$ cat config.mk
export PLATFORM = sky130hd
export DESIGN_NAME = control_sequencer
export DESIGN_NICKNAME = d
export VERILOG_FILES = /design/src/rtl/cpu_defs.sv /design/src/rtl/instr_decode.sv /design/src/rtl/control_sequencer.sv
export SDC_FILE = /design/constraint.sdc
export NUM_CORES = 1
export LEC_CHECK = 0
export CAP_MARGIN = 20
export CORE_MARGIN = 3
export CORE_UTILIZATION = 31
export CTS_BUF_LIST = sky130_fd_sc_hd__clkbuf_16
export DETAILED_ROUTE_END_ITERATION = 8
export GPL_TIMING_DRIVEN = 0
export PLACE_DENSITY = 0.84
export SETUP_SLACK_MARGIN = 0.4
export SLEW_MARGIN = 20
export SYNTH_ARGS = -nofsm -noshare
export SYNTH_HDL_FRONTEND = slang
export SYNTH_SLANG_ARGS = --single-unit
$ cat constraint.sdc
create_clock -name clock -period 3.72 [get_ports clock]
set_clock_uncertainty 0.1 [all_clocks]
set_input_delay 0.744 -clock clock [delete_from_list [all_inputs] [get_ports clock]]
set_output_delay 0.744 -clock clock [all_outputs]
set_load 0.005 [all_outputs]
$ cat src/rtl/cpu_defs.sv
// Shared CPU definitions: opcode table, sequencer state encoding and the
// control word driven toward the DataPath.
package cpu_defs;

    localparam int unsigned OPC_W = 5;
    localparam int unsigned REG_W = 4;

    localparam logic [OPC_W-1:0] OP_ADD  = 5'b00011;
    localparam logic [OPC_W-1:0] OP_SUB  = 5'b00100;
    localparam logic [OPC_W-1:0] OP_AND  = 5'b00101;
    localparam logic [OPC_W-1:0] OP_OR   = 5'b00110;
    localparam logic [OPC_W-1:0] OP_ROR  = 5'b00111;
    localparam logic [OPC_W-1:0] OP_ROL  = 5'b01000;
    localparam logic [OPC_W-1:0] OP_SHR  = 5'b01001;
    localparam logic [OPC_W-1:0] OP_SHRA = 5'b01010;
    localparam logic [OPC_W-1:0] OP_SHL  = 5'b01011;
    localparam logic [OPC_W-1:0] OP_MUL  = 5'b01111;
    localparam logic [OPC_W-1:0] OP_DIV  = 5'b10000;
    localparam logic [OPC_W-1:0] OP_NEG  = 5'b10001;
    localparam logic [OPC_W-1:0] OP_NOT  = 5'b10010;
    localparam logic [OPC_W-1:0] OP_NOP  = 5'b11001;
    localparam logic [OPC_W-1:0] OP_HALT = 5'b11010;

    typedef enum logic [3:0] {
        ST_RST, ST_T0, ST_T1, ST_T2, ST_T3, ST_T4, ST_T5, ST_T6, ST_HALT
    } state_e;

    typedef enum logic [2:0] {
        OC_ALU3, OC_MULDIV, OC_UNARY, OC_NOP, OC_HALT
    } op_class_e;

    typedef struct packed {
        logic             pc_out;
        logic             zhigh_out;
        logic             zlow_out;
        logic             mdr_out;
        logic             mar_in;
        logic             pc_in;
        logic             mdr_in;
        logic             ir_in;
        logic             y_in;
        logic             inc_pc;
        logic             read;
        logic             hi_in;
        logic             lo_in;
        logic             zhigh_in;
        logic             zlow_in;
        logic             c_in;
        logic             reg_out_en;
        logic [REG_W-1:0] reg_out_sel;
        logic             reg_in_en;
        logic [REG_W-1:0] reg_in_sel;
        logic [OPC_W-1:0] opcode;
        logic             run;
    } ctrl_t;

endpackage

$ cat src/rtl/instr_decode.sv
// Combinational instruction decode: op class plus the raw register fields.
module instr_decode
    import cpu_defs::*;
#(
    parameter int unsigned INSTR_W = 32
) (
    input  logic [INSTR_W-1:0] ir,
    output op_class_e          op_class_c,
    output logic [OPC_W-1:0]   opc_c,
    output logic [REG_W-1:0]   ra_c,
    output logic [REG_W-1:0]   rb_c,
    output logic [REG_W-1:0]   rc_c
);

    localparam int unsigned OPC_LSB = INSTR_W - OPC_W;
    localparam int unsigned RA_LSB  = OPC_LSB - REG_W;
    localparam int unsigned RB_LSB  = RA_LSB - REG_W;
    localparam int unsigned RC_LSB  = RB_LSB - REG_W;

    logic unused_low_c;

    assign opc_c = ir[OPC_LSB +: OPC_W];
    assign ra_c  = ir[RA_LSB +: REG_W];
    assign rb_c  = ir[RB_LSB +: REG_W];
    assign rc_c  = ir[RC_LSB +: REG_W];

    // Low instruction bits carry no meaning for the sequencer.
    assign unused_low_c = ^ir[RC_LSB-1:0];

    // Undefined opcodes fall into the NOP class.
    always_comb begin
        op_class_c = OC_NOP;
        case (opc_c)
            OP_ADD, OP_SUB, OP_AND, OP_OR, OP_ROR,
            OP_ROL, OP_SHR, OP_SHRA, OP_SHL: op_class_c = OC_ALU3;
            OP_MUL, OP_DIV:                  op_class_c = OC_MULDIV;
            OP_NEG, OP_NOT:                  op_class_c = OC_UNARY;
            OP_HALT:                         op_class_c = OC_HALT;
            default:                         op_class_c = OC_NOP;
        endcase
    end

endmodule

$ cat src/rtl/control_sequencer.sv
// Multi-cycle control sequencer: fetch/decode/execute steps driving the
// DataPath bus drivers, register loads and ALU operation.
module control_sequencer
    import cpu_defs::*;
#(
    parameter int unsigned INSTR_W = 32
) (
    input  logic               clock,
    input  logic               clear,
    input  logic [INSTR_W-1:0] ir,
    input  logic               mem_ready,
    input  logic               stop,
    output logic               PCout,
    output logic               Zhighout,
    output logic               Zlowout,
    output logic               MDRout,
    output logic               MARin,
    output logic               PCin,
    output logic               MDRin,
    output logic               IRin,
    output logic               Yin,
    output logic               IncPC,
    output logic               Read,
    output logic               HIin,
    output logic               LOin,
    output logic               ZHighIn,
    output logic               ZLowIn,
    output logic               Cin,
    output logic               reg_out_en,
    output logic [3:0]         reg_out_sel,
    output logic               reg_in_en,
    output logic [3:0]         reg_in_sel,
    output logic [4:0]         opcode,
    output logic               run
);

    state_e           state_q;
    state_e           state_d;
    op_class_e        op_class_c;
    logic [OPC_W-1:0] opc_c;
    logic [REG_W-1:0] ra_c;
    logic [REG_W-1:0] rb_c;
    logic [REG_W-1:0] rc_c;
    logic             last_step_c;
    ctrl_t            ctrl_c;

    instr_decode #(.INSTR_W(INSTR_W)) u_decode (
        .ir         (ir),
        .op_class_c (op_class_c),
        .opc_c      (opc_c),
        .ra_c       (ra_c),
        .rb_c       (rb_c),
        .rc_c       (rc_c)
    );

    always_ff @(posedge clock) begin
        if (clear) state_q <= ST_RST;
        else       state_q <= state_d;
    end

    // The final step of each class is where stop is honoured.
    always_comb begin
        last_step_c = 1'b0;
        case (state_q)
            ST_T2:   last_step_c = (op_class_c == OC_NOP);
            ST_T4:   last_step_c = (op_class_c == OC_UNARY);
            ST_T5:   last_step_c = (op_class_c == OC_ALU3);
            ST_T6:   last_step_c = 1'b1;
            default: last_step_c = 1'b0;
        endcase

        state_d = state_q;
        case (state_q)
            ST_RST:  state_d = ST_T0;
            ST_T0:   state_d = ST_T1;
            ST_T1:   state_d = mem_ready ? ST_T2 : ST_T1;
            ST_T2:   state_d = (op_class_c == OC_HALT) ? ST_HALT : ST_T3;
            ST_T3:   state_d = ST_T4;
            ST_T4:   state_d = ST_T5;
            ST_T5:   state_d = ST_T6;
            ST_T6:   state_d = ST_T0;
            ST_HALT: state_d = ST_HALT;
            default: state_d = ST_RST;
        endcase
        if (last_step_c) state_d = stop ? ST_HALT : ST_T0;
    end

    always_comb begin
        ctrl_c = '0;
        case (state_q)
            ST_T0: begin
                ctrl_c.pc_out  = 1'b1;
                ctrl_c.mar_in  = 1'b1;
                ctrl_c.inc_pc  = 1'b1;
                ctrl_c.zlow_in = 1'b1;
            end
            ST_T1: begin
                ctrl_c.zlow_out = 1'b1;
                ctrl_c.pc_in    = 1'b1;
                ctrl_c.read     = 1'b1;
                ctrl_c.mdr_in   = 1'b1;
            end
            ST_T2: begin
                ctrl_c.mdr_out = 1'b1;
                ctrl_c.ir_in   = 1'b1;
            end
            ST_T3: begin
                ctrl_c.reg_out_en = (op_class_c == OC_ALU3) || (op_class_c == OC_MULDIV)
                                    || (op_class_c == OC_UNARY);
                ctrl_c.reg_out_sel = (op_class_c == OC_MULDIV) ? ra_c : rb_c;
                ctrl_c.y_in        = (op_class_c == OC_ALU3) || (op_class_c == OC_MULDIV);
                if (op_class_c == OC_UNARY) begin
                    ctrl_c.zlow_in = 1'b1;
                    ctrl_c.opcode  = opc_c;
                end
                if (!ctrl_c.reg_out_en) ctrl_c.reg_out_sel = '0;
            end
            ST_T4: begin
                if (op_class_c == OC_ALU3 || op_class_c == OC_MULDIV) begin
                    ctrl_c.reg_out_en  = 1'b1;
                    ctrl_c.reg_out_sel = (op_class_c == OC_ALU3) ? rc_c : rb_c;
                    ctrl_c.zlow_in     = 1'b1;
                    ctrl_c.zhigh_in    = (op_class_c == OC_MULDIV);
                    ctrl_c.opcode      = opc_c;
                end else if (op_class_c == OC_UNARY) begin
                    ctrl_c.zlow_out   = 1'b1;
                    ctrl_c.reg_in_en  = 1'b1;
                    ctrl_c.reg_in_sel = ra_c;
                end
            end
            ST_T5: begin
                if (op_class_c == OC_ALU3) begin
                    ctrl_c.zlow_out   = 1'b1;
                    ctrl_c.reg_in_en  = 1'b1;
                    ctrl_c.reg_in_sel = ra_c;
                end else if (op_class_c == OC_MULDIV) begin
                    ctrl_c.zlow_out = 1'b1;
                    ctrl_c.lo_in    = 1'b1;
                end
            end
            ST_T6: begin
                ctrl_c.zhigh_out = 1'b1;
                ctrl_c.hi_in     = 1'b1;
            end
            default: ctrl_c = '0;
        endcase
        ctrl_c.run = (state_q != ST_RST) && (state_q != ST_HALT);
    end

    assign PCout       = ctrl_c.pc_out;
    assign Zhighout    = ctrl_c.zhigh_out;
    assign Zlowout     = ctrl_c.zlow_out;
    assign MDRout      = ctrl_c.mdr_out;
    assign MARin       = ctrl_c.mar_in;
    assign PCin        = ctrl_c.pc_in;
    assign MDRin       = ctrl_c.mdr_in;
    assign IRin        = ctrl_c.ir_in;
    assign Yin         = ctrl_c.y_in;
    assign IncPC       = ctrl_c.inc_pc;
    assign Read        = ctrl_c.read;
    assign HIin        = ctrl_c.hi_in;
    assign LOin        = ctrl_c.lo_in;
    assign ZHighIn     = ctrl_c.zhigh_in;
    assign ZLowIn      = ctrl_c.zlow_in;
    assign Cin         = ctrl_c.c_in;
    assign reg_out_en  = ctrl_c.reg_out_en;
    assign reg_out_sel = ctrl_c.reg_out_sel;
    assign reg_in_en   = ctrl_c.reg_in_en;
    assign reg_in_sel  = ctrl_c.reg_in_sel;
    assign opcode      = ctrl_c.opcode;
    assign run         = ctrl_c.run;

endmodule
# Word-level counts from Yosys, hierarchy flattened
# Memories as Yosys holds them, arrays and structs flattened.
# Cells that the tools add are included.
dict set report op_classes {
  eq_ne 13
  reduce_logical 7
  mux 34
}
# cell n
set ops {}
lappend ops {{$pmux W4 S8} 1}
lappend ops {{$mux W5} 6}
lappend ops {{$pmux W5 S2} 3}
lappend ops {{$mux W4} 6}
lappend ops {{$eq A4 B3 Y1 const B} 4}
lappend ops {{$mux W1} 13}
lappend ops {{$eq A4 B2 Y1 const B} 2}
lappend ops {{$eq A3 B2 Y1 const B} 2}
lappend ops {{$pmux W1 S3} 2}
lappend ops {{$eq A4 B1 Y1 const B} 1}
lappend ops {{$eq A4 B4 Y1 const B} 1}
lappend ops {{$logic_not A4 Y1} 1}
lappend ops {{$mux W2} 2}
lappend ops {{$ne A4 B4 Y1 const B} 1}
lappend ops {{$pmux W1 S4} 1}
lappend ops {{$reduce_bool A4 Y1} 1}
lappend ops {{$eq A3 B1 Y1 const B} 1}
lappend ops {{$eq A3 B3 Y1 const B} 1}
lappend ops {{$logic_not A3 Y1} 1}
lappend ops {{$logic_or A1 B1 Y1} 2}
lappend ops {{$reduce_or A2 Y1} 1}
lappend ops {{$logic_and A1 B1 Y1} 1}
dict set report totals {
  memories 1
  inputBits 36
  output_inout_bits 32
  register_bits 4
  rom_bits 96
}
# name depth width rd rd_ports_with_merged_regs write_ports line
set mem_list {}
lappend mem_list {{(no name shown)} 32 3 1 0 0 instr_decode.sv:33} ;# case (opc_c)

# Logic depth before layout (Yosys ltp)
# An unclocked memory read counts as a cell.
dict set report depth {
  ltp_word 6
  depth_mapped 8
}

# Cells and area by module
# Synthesis repeated with hierarchy kept, for this count alone.
dict set report hier_totals {
  cells_unflattened 127
  area_unflattened_um2 972.2
}
# mod cells_each area_each_um2 n_inst
set by_module_without_submodules {}
lappend by_module_without_submodules {control_sequencer 93 724.4 1}
lappend by_module_without_submodules {instr_decode 34 247.7 1}

# Worst setup path after synthesis
# OpenSTA, ideal clock, no wires.
dict set report synth_path {
  path_kind {in2out}
  startpoint {in ir[27]}
  endpoint {out reg_out_sel[2]}
  arrival_time_ps 2351
  path_slack_ps 525
  cell_stages 7
  required_ps 2876
  cell_sequence {inv_1 > ha_1 > mux2i_1 > a221o_1 > and3_4 > or4_4 > o22ai_1}
}
dict set report synth_via {
  elab_chain_cells 6
  word_cells_on_any_way 11
  classes_between {eq/ne (2); mux (5); reduce/logical (3); memory (1)}
}
# element line
set synth_lines {}
lappend synth_lines {{start, declared} control_sequencer.sv:10} ;# input logic [INSTR_W-1:0] ir,
lappend synth_lines {{$mem_v2 Z32 W3 (*)} --}
lappend synth_lines {{$eq A3 B1 Y1 / $logic_not A3 Y1 (equally long branches)} --}
lappend synth_lines {{$logic_or A1 B1 Y1} {control_sequencer.sv:108, control_sequencer.sv:119}}
lappend synth_lines {{$logic_or A1 B1 Y1} control_sequencer.sv:109} ;# || (op_class_c == OC_UNARY);
lappend synth_lines {{$mux W4} control_sequencer.sv:116} ;# if (!ctrl_c.reg_out_en) ctrl_c.reg_out_sel = '0;
lappend synth_lines {{$pmux W5 S2 (*)} control_sequencer.sv:90} ;# case (state_q)
lappend synth_lines {{end, declared} control_sequencer.sv:30} ;# output logic [3:0] reg_out_sel,
# Mark *: on every way between the ends. The rest lies on a longest branch, timed or not.

# Worst setup path after layout
# Ends and elaborated chain as after synthesis.

==> metrics.cfg <==
[outcome]
outcome=completed

[global_route]
globalRouteMet2Util_pct=42.1
grt-busiest-layer=met2
grt_usage_pct=22.5
antenna_found_initial=0
grt_pass1_wl_microns=5670
use_met1_pct=23.8
grt_start_max_net_pins=11
grt_overflow=0
grt_pass1_vias=1229
gr-usage-met3_pct=3.48

[yosys]
syn_area_sq_um=766
syn_inst=109
synth_seq_cells=4
yosysMostFrequentCell=nor3_1
synth.net_count=148
ys_top_cells_by_count=nor3_1, mux2i_1, nor2_1
yosys.area.top_type_share_pct=11.8
ys_warn_count=0
ys_seq_area_share_pct=10.5
synth_cell_types=34
synth_edf_count=0
avgSynthCellArea_sq_um=7.03
synth_top_area_cell=mux2i_1
synth.top_cells.by_area=mux2i_1, dfxtp_1, buf_4, nor3_1, and2_1
async_flop_share_pct=0
synth-main-ff-cell=dfxtp_1

[floorplan]
die_x_microns=55.7
num_io_pins=68
die_y_microns=55.7
core_sq_um=2280
start_util_pct=33.6
fp-row-count=17
dieArea_sq_um=3100

[setup_path]
cp_max_fo=5
critPathMaxStageDelay_ps=470
cp_cell_sequence=buf_8 -> inv_6 -> ha_4 -> mux2i_1 -> a221o_1 -> buf_4 -> and3_4 -> or4_4 -> o22ai_2 -> buf_2
cp_slowest_cell=or4_4
end_kind=primary output
critPathKind=in2out
start_kind=primary input
arrival_ps=2620
critPathRequiredTime_ps=2880

[placed_design]
hpwl_microns=2000
place_ws_ps=-680
portBuffers=50
place.gp.congestion=0.850

[power_and_ir_drop]
seqPwrFrac_pct=11.0
ir_drop_mv=0.271
combPwrFrac_pct=52.1
p_sw_share_pct=30.4
p_int_uw=317
p_per_area_nw_per_um2=263
clkPwrFrac_pct=36.9
cellLeakagePower_uw=0.000759
p_sw_uw=138

[final_layout]
nNetsFinal=224
diodes=0
area_growth_pct=126
reg_top3=state_q x4
regMostFlops=state_q
drive_gt1_share_pct=43.2
largest_reg_flops=4
fillCellCount=151

[sta]
slew_headroom_pct=65.0
worstMarginPinSlew_ps=524
fin_ws_ps=253
period_needed_ps=3470
rsz0062_at_grt=true
post-route-period-util_pct=93.2
setup_violations=0
fmax_ghz=0.288
report.final.hold_viol_count=0
fin_hold_ws_ps=565
drv_slew=0

[routing]
vias_per_cell=5.53
drc=0
dr.first_iter.drc_count=30
wl_per_cell_microns=16.3
ant_nets=0
wl_microns=3440
dr.pass1.iters=4
dr_total_vias=1167

[clock_network]
root_buffer=clkbuf_16
cts_buffers=3
clockBufferDepth=2
cts_tree=yes
htree_levels=1
clk-insertion-delay-late_ps=230
cts_sinks=4
clk_pin_slew_ps=30
cts_hold_buffers=0

[job]
drv_cap=0

[worst_hold_path]
hp-class=reg2reg

==> path summary, 6_finish.rpt <==
kind                                  from        endpoint  slack [ps]  cells after the start
worst min register to register  state_q[1]      state_q[1]         560                      2
worst max-delay path                ir[27]  reg_out_sel[2]         250                     10
worst min-delay path            state_q[1]      state_q[1]         560                      2
worst max register to register  state_q[0]      state_q[2]        1440                      7
==> layout by cell type (no fill, tap or decap), types with 2 or more instances in the layout <==
cell type,netlist,routed
clkdlybuf4s50_1,0,33
buf_4,8,25
buf_2,0,9
nand2b_1,7,7
nor3_1,10,7
and2_1,7,7
mux2i_1,9,7
nor2_1,9,6
o22ai_2,0,5
clkbuf_1,4,4
a21oi_1,5,4
buf_6,0,4
dfxtp_1,4,4
nor2_4,0,3
nor3_2,0,3
nand2_1,3,3
or3_1,3,3
a22oi_1,3,3
nor4_2,0,3
clkbuf_16,0,3
clkdlybuf4s15_2,0,3
inv_6,0,2
mux2i_4,0,2
or2_4,0,2
o21a_1,2,2
ha_4,0,2
buf_8,0,2
==> worst max-delay path: cells and delay by family <==
kind,cells,cell delay (ps)
simple gates,2,640
compound gates,2,520
buf+inv,4,400
fa+ha+maj,1,250
mux,1,70
==> per-stage QoR <==
step                      cell area, sq um  std cells  power [uW]  util [%]  setup TNS (ps)
after global placement                1300        187         212      57.2           -6440
after floorplan                        766        109         138         -               0
after CTS                             1660        208         431      73.0               0
after global routing                  1730        211         474      76.0               0
after detailed placement              1300        187         217      57.2           -7960
final                                 1730        211         456      76.0               0
==> kinds of logic (layout without fill, tap and decap cells) <==
group / count (synthesis) / count (layout) / share of synthesized area (%)
other: 1 / 1 / 0.490
and+or+nand+nor: 53 / 53 / 39.1
AOI/OAI and AO/OA: 23 / 23 / 20.6
DFF: 4 / 4 / 10.5
adders and majority gates: 3 / 3 / 4.90
muxes: 10 / 10 / 13.2
buffers and inverters: 15 / 89 / 11.3
==> layout make-up <==
| cell class | count | area [sq um] | share of cell area [%] |
|---|---|---|---|
| inverter | 3 | 21.3 | 1.23 |
| multi-input combinational | 90 | 788 | 45.6 |
| tap | 28 | 35.0 | 2.03 |
| timing repair buffer | 71 | 654 | 37.8 |
| clock buffer | 3 | 75.1 | 4.34 |
| buffer | 12 | 75.1 | 4.34 |
| sequential | 4 | 80.1 | 4.63 |
==> per-layer routing <==
| metal | up-vias | wire [microns] | part of all wire, % |
|---|---|---|---|
| li1 | 538 | - | - |
| met1 | 560 | 1230 | 36 |
| met2 | 59 | 1880 | 55 |
| met3 | 10 | 226 | 6.6 |
| met4 | 0 | 104 | 3.0 |
| met5 | - | 0 | 0 |
==> power groups by stage <==
stage / logic [uW] / clock network [uW] / registers (uW)
5_1_grt: 254 / 169 / 50.5
2_1_floorplan: 88.7 / 0 / 49.5
6_report: 237 / 168 / 50.2
3_3_place_gp: 162 / 0 / 49.8
4_1_cts: 215 / 166 / 49.4
3_5_place_dp: 167 / 0 / 50.0
==> repair_timing <==
item | CTS | global route
setup buffers | 18 | 3
setup endpoints to repair | 20 | 20
pin swaps | 20 | 2
resized for setup | 101 | 10
Note: power is estimated with default switching activity, not from simulation.
